<file path="src/rtl/nibble_serial_adder.sv">
// nibble_serial_adder: W-bit add/subtract computed one 4-bit carry-lookahead nibble per clock,
// least significant nibble first, with a valid/ready handshake on both sides.
module nibble_serial_adder #(
    parameter int NIBBLES = 4
) (
    input  logic                 clk,
    input  logic                 rst,
    input  logic                 in_valid,
    output logic                 in_ready,
    input  logic [4*NIBBLES-1:0] A,
    input  logic [4*NIBBLES-1:0] B,
    input  logic                 cin,
    input  logic                 sub,
    output logic                 out_valid,
    input  logic                 out_ready,
    output logic [4*NIBBLES-1:0] F,
    output logic                 cout,
    output logic                 ovf
);
    localparam int W  = 4*NIBBLES;
    localparam int IW = NIBBLES > 1 ? $clog2(NIBBLES) : 1;

    typedef enum logic [1:0] {IDLE, RUN, DONE} state_t;

    state_t          state, state_n;
    logic [W-1:0]    a_r, b_r;
    logic            carry;
    logic [IW-1:0]   idx;
    logic [3:0]      an, bn, g, p, s;
    logic [4:0]      c;
    logic            last;

    assign in_ready  = state == IDLE;
    assign out_valid = state == DONE;
    assign an        = a_r[idx*4 +: 4];
    assign bn        = b_r[idx*4 +: 4];
    assign last      = idx == IW'(NIBBLES-1);

    always_comb begin
        g    = an & bn;
        p    = an | bn;
        c[0] = carry;
        c[1] = g[0] | (p[0] & c[0]);
        c[2] = g[1] | (p[1] & g[0]) | (p[1] & p[0] & c[0]);
        c[3] = g[2] | (p[2] & g[1]) | (p[2] & p[1] & g[0]) | (p[2] & p[1] & p[0] & c[0]);
        c[4] = g[3] | (p[3] & g[2]) | (p[3] & p[2] & g[1]) | (p[3] & p[2] & p[1] & g[0])
             | (p[3] & p[2] & p[1] & p[0] & c[0]);
        s    = an ^ bn ^ c[3:0];
    end

    always_comb begin
        state_n = state == IDLE ? (in_valid  ? RUN  : IDLE) :
                  state == RUN  ? (last      ? DONE : RUN)  :
                                  (out_ready ? IDLE : DONE);
    end

    always_ff @(posedge clk) begin
        if (rst) state <= IDLE;
        else     state <= state_n;
    end

    // Subtraction is A + ~B + 1, so B is inverted at capture and the carry seeded with 1.
    always_ff @(posedge clk) begin
        if (rst) begin
            F     <= '0;
            cout  <= 1'b0;
            ovf   <= 1'b0;
            idx   <= '0;
            carry <= 1'b0;
            a_r   <= '0;
            b_r   <= '0;
        end else if (state == IDLE && in_valid) begin
            a_r   <= A;
            b_r   <= B ^ {W{sub}};
            carry <= sub | cin;
            idx   <= '0;
        end else if (state == RUN) begin
            F[idx*4 +: 4] <= s;
            carry         <= c[4];
            idx           <= last ? '0 : idx + 1'b1;
            if (last) begin
                cout <= c[4];
                ovf  <= c[3] ^ c[4];
            end
        end
    end
endmodule

</file>
<file path="config.mk">
export PLATFORM = sky130hd
export DESIGN_NAME = nibble_serial_adder
export DESIGN_NICKNAME = d
export VERILOG_FILES = /design/src/rtl/nibble_serial_adder.sv
export SDC_FILE = /design/constraint.sdc
export NUM_CORES = 1
export LEC_CHECK = 0
export CAP_MARGIN = 20
export CORE_MARGIN = 5
export CORE_UTILIZATION = 27
export DETAILED_ROUTE_END_ITERATION = 6
export PLACE_DENSITY_LB_ADDON = 0.2
export SLEW_MARGIN = 0
export SYNTH_ARGS = -nofsm -noshare
export SYNTH_HDL_FRONTEND = slang
export SYNTH_SLANG_ARGS = --single-unit
</file>
<file path="constraint.sdc">
create_clock -name clk -period 3.4 [get_ports clk]
set_clock_uncertainty 0.2 [all_clocks]
set_input_delay 0.34 -clock clk [delete_from_list [all_inputs] [get_ports clk]]
set_output_delay 0.34 -clock clk [all_outputs]
set_load 0.01 [all_outputs]
</file>
======== After elaboration in Yosys (flattened, before gate mapping) ========
Cells that the tools add are included.
storage, ports and cells
  bits in registers ....................... 55
  bits of input ports ..................... 38
operators by class
  add/subtract/negate cells ............... 2
  eq/ne operators ......................... 3
  shifts and indexed selects .............. 4
  muxes and demuxes ....................... 9
  bitwise gates (word level) .............. 34
  reductions and logical operators ........ 6
operators with widths
  cell                                                                     number
  4-bit negator with 34-bit output                                         1
  4-bit by 34-bit variable shift with 16-bit output, first input constant  1
  4-bit by 34-bit variable part select with 16-bit output                  1
  16-bit by 5-bit variable part select with 4-bit output                   2
  1-bit AND                                                                16
  16-bit bitwise mux                                                       1
  16-bit bitwise XOR                                                       1
  1-bit OR                                                                 11
  2-bit 2-to-1 mux                                                         5
  4-bit bitwise XOR                                                        2
  4-bit AND                                                                1
  2-bit == test, second input constant                                     2
  4-bit OR                                                                 1
  1-bit 2-to-1 mux                                                         3
  3-bit AND reduction                                                      1
  2-bit by 1-bit adder with 2-bit output, second input constant            1
  2-bit by 1-bit == test with 1-bit output, second input constant          1
  2-bit zero test                                                          1
  2-bit AND reduction                                                      1
  2-bit nonzero test                                                       1
  2-bit OR reduction                                                       1
  1-bit logical AND                                                        1
  1-bit inverter                                                           1
  1-bit bitwise XOR                                                        1

======== Longest topological paths before layout ========
  depth after elaboration ................. 9
  depth in mapped cells ................... 9

======== Worst setup path after synthesis ========
No wires, ideal clock.
  kind .................................... reg2reg
  from .................................... register idx[0]
  to ...................................... register F[15]
  library setup time ...................... 0.129 ns
  data arrival time ....................... 2.288 ns
  required time ........................... 3.071 ns
  slack ................................... 0.784 ns
  stages on the path, launching flop included .. 10
  buffers on the path ..................... 1
  cells stage by stage .................... dfxtp_1 buf_4 mux4_2 inv_1 ha_1 inv_1 a21oi_1 o31ai_4 xnor2_1 o21ai_0
on the way
  word-level cells in the longest chain between the ends .. 9
  elaborated cells on any way between the ends .. 25
  classes of those cells .................. add/sub: 1; shift: 4; mux: 1; bitwise: 19
ends and longest elaborated chain
  element                                                                           line    source
  start: declaration                                                                28      logic [IW-1:0] idx;
  start signal: assignment                                                          80      idx <= last ? '0 : idx + 1'b1;
  16-bit by 5-bit variable part select with 4-bit output, on equally long branches  35, 36
  4-bit OR / 4-bit AND (equally long branches)                                      41, 40
  1-bit AND                                                                         45      c[3] = g[2] | (p[2] & g[1]) | (p[2] & p[1] & g[0]) | (p[2] & p[1] & p[0] & c[0]);
  1-bit OR / 1-bit AND (equally long branches) (2 in a row)                         45
  1-bit OR                                                                          45
  4-bit bitwise XOR                                                                 48      s = an ^ bn ^ c[3:0];
  4-bit by 34-bit variable part select with 16-bit output                           78      F[idx*4 +: 4] <= s;
  16-bit bitwise mux (*)                                                            78
  end signal: indexed assignment                                                    78
  end: declaration                                                                  16      output logic [4*NIBBLES-1:0] F,
Mark *: on every way between the ends. The rest lies on a longest branch, timed or not.
A chain may end at the register's enable or synchronous reset.

======== Worst setup path in the final report ========
  from .................................... register idx[0]
  to ...................................... register F[7]
The elaborated chain is that of the path after synthesis.

==> results.toml <==
[clock_network]
postCtsHoldBufs = 0
numCtsBuffers = 5
htreeDepth = 2
clkLatencyLatePin_ns = 0.30
clockBufferDepth = 2
cts_tree = "done"
cts.sinks = 55
cts-resized-gates = 0
postCtsSetupRepairBufs = 0
cts_root_buffer = "clkbuf_8"
cts.clk_slew.worst_paths_ns = 0.09

[logic_synthesis]
synthSimpleGateAreaFrac_pct = 17.8
synth_compound_area_share_pct = 15.1
avgSynthCellArea_um2 = 9.36
synthMuxAreaShare_pct = 7.46
synth_area_leader_cell = "dfxtp_1"
ys_types = 33
synth_nets = 340
synth_top_family_by_area = "simple AND/OR/NAND/NOR gates"
netlist.area_leader.share_pct = 41.0
synthCells = 287
ys_ff_latch = 55
synth-seq-area-share_pct = 41.0
synthAdderAreaFrac_pct = 7.27
synth_xor_area_share_pct = 6.20
ys.warnings.count = 0
netlist_top_cells_area = "dfxtp_1, mux4_2, ha_1"
synth_area_um2 = 2690

[timing]
final_max_slew_viol_count = 0
setup_viol = 0
period_share_pct = 84.9
fin_setup_tns_ns = 0
max_slew_margin_pct = 29.4
rsz0062_at_grt = "no"
period_needed_ns = 2.89
fmax_mhz = 346
worstMarginPinSlew_ns = 1.06
hold_viol = 0

[critical_path]
crit_end = "F[7]$_SDFFE_PP0P_"
endpoint_kind = "flop"
cp_cell_sequence = "mux4_2 > inv_1 > ha_1 > inv_1 > a21oi_1 > o31ai_4 > xnor2_1 > o21ai_0"
ff2ff_path_depth = 8
regToRegSetupSlack_ns = 0.51
r2r-end = "F[7]$_SDFFE_PP0P_"
cpMaxStageDelayCell = "dfxtp_1"
cp.required_ns = 3.38
start_kind = "flop"
max_stage_delay_ns = 0.75
r2r_start = "idx[0]$_SDFFE_PP0P_"
setup.worst_path.start = "idx[0]$_SDFFE_PP0P_"
path_max_fanout = 12
cp.arrival_ns = 2.87
cp_common_cell = "inv_1"
critPathKind = "flop to flop"

[cells_and_area]
finalNetCount = 389
mostFrequentLayoutCells = "clkdlybuf4s50_1, dfxtp_1, nor2_1, nand2_1, a21oi_1"
insertedDiodeCount = 0
layout-drive-gt1-share_pct = 8.01
area_growth_pct = 28.4
fin_cells = 470
final_common_cell = "clkdlybuf4s50_1"

[floorplanning]
fp.dieW_um = 110
ios = 58
die_h_um = 110
die_area_um2 = 12000
core-area_um2 = 9730
rows = 36
start_util_pct = 27.6

[grt]
grt_pass1_wl_um = 10000
grtUsageTotal_pct = 10.3
grt_pass1_vias = 2086
grt_overflow = 0
antenna_found_initial = 0
grt_max_degree = 60

[power]
ir_worst_vdd_mv = 0.167
p_sw_uw = 354
power.internal_uw = 989
comb_power_share_pct = 18.8
clkPwrFrac_pct = 29.0
switching_share_pct = 26.4
p_seq_share_pct = 52.2
p_leak_nw = 1.22
powerDensity_nw_per_um2 = 390

[route]
antenna_left = 0
drcViolationCount = 0
via_count = 2093
drt_pass1_iterations = 4
wire_per_inst_um = 12.5
drtIter0Drc = 81
wl_um = 5900
viasPerCell = 4.45

[placement]
placedCellCount = 462
dpl.hpwl_um = 4420
place.gp.congestion = 0.750
port_buffers = 57

[hold_path]
hold_class = "flop to flop"

[run]
maxCapViolCount = 0

[run_status]
outcome = "finished clean"
-- per-layer routing --
layer  share of wire, %  track usage [%]  up-vias
met5                  0                0        -
met4               0.73             3.03        0
met3                4.5             2.11        4
met2                 46             16.6       48
met1                 49             13.9      968
li1                   -                -     1073
-- stage by stage --
step	power (mW)	util [%]	setup slack, ns	hold slack [ns]	instance area, µm²
floorplan	0.880	-	0.784	0.233	2690
global placement	0.972	34.4	0.586	0.249	3350
detailed placement	0.975	34.4	0.474	0.251	3350
CTS	1.37	35.4	0.455	0.265	3450
global route	1.43	35.4	0.198	0.290	3450
finish	1.34	35.4	0.512	0.263	3450
-- worst min path at each step --
stage / start / endpoint / slack [ns] / depth (start not counted)
3_3_place_gp: a_r[0]$_SDFFE_PP0P_ / a_r[0]$_SDFFE_PP0P_ / 0.25 / 2
6_report: a_r[0]$_SDFFE_PP0P_ / a_r[0]$_SDFFE_PP0P_ / 0.26 / 2
5_1_grt: a_r[7]$_SDFFE_PP0P_ / a_r[7]$_SDFFE_PP0P_ / 0.29 / 2
4_1_cts: a_r[0]$_SDFFE_PP0P_ / a_r[0]$_SDFFE_PP0P_ / 0.26 / 2
2_1_floorplan: a_r[10]$_SDFFE_PP0P_ / a_r[10]$_SDFFE_PP0P_ / 0.23 / 2
3_5_place_dp: a_r[0]$_SDFFE_PP0P_ / a_r[0]$_SDFFE_PP0P_ / 0.25 / 2
-- final cells by class --
class,count,area (µm²)
Clock buffer,8,100
Timing Repair Buffer,59,581
Multi-Input combinational cell,200,1440
Inverter,15,56.3
Tap cell,133,166
Sequential cell,55,1100
Fill cell,1041,6280
-- cells in the mapped netlist, drive strengths merged --
library cell	number
o21ai	4
and2	2
xor2	1
a211oi	18
mux4	8
o21bai	1
nor2b	3
mux2i	2
a2111oi	1
nor3	4
and2b	1
o31ai	2
inv	15
nand3b	4
xnor2	18
a22oi	13
nor2	36
clkbuf	6
nor4b	2
buf	11
nand2	39
ha	14
dfxtp	55
nand2b	6
a21oi	20
fa	1
-- cells by family after synthesis --
kind of cell / Yosys count
simple gates: 97
compound gates: 59
mux: 10
buf+inv: 32
fa+ha+maj: 15
xor+xnor: 19
flops: 55
-- state kept, by name, summed over array words and instances, names as in the netlist --
name   cells
carry      1
F         16
b_r       16
ovf        1
state      2
cout       1
idx        2
a_r       16
-- critical path: cells and delay by family (launching register included) --
kind / cells / cell delay (ns)
AO/OA/AOI/OAI: 3 / 0.53
XOR/XNOR: 1 / 0.34
adder cells (fa/ha/maj): 1 / 0.21
buffers and inverters: 2 / 0.13
flip-flops: 1 / 0.75
multiplexers: 1 / 0.61
-- power groups by stage --
stage / Clock, mW / Sequential (mW) / Combinational [mW]
finish: 0.389 / 0.702 / 0.253
global route: 0.435 / 0.708 / 0.283
detailed placement: 0 / 0.717 / 0.257
CTS: 0.410 / 0.702 / 0.258
global placement: 0 / 0.718 / 0.255
floorplan: 0 / 0.708 / 0.172
No activity file was read; power rests on OpenSTA's default activity.
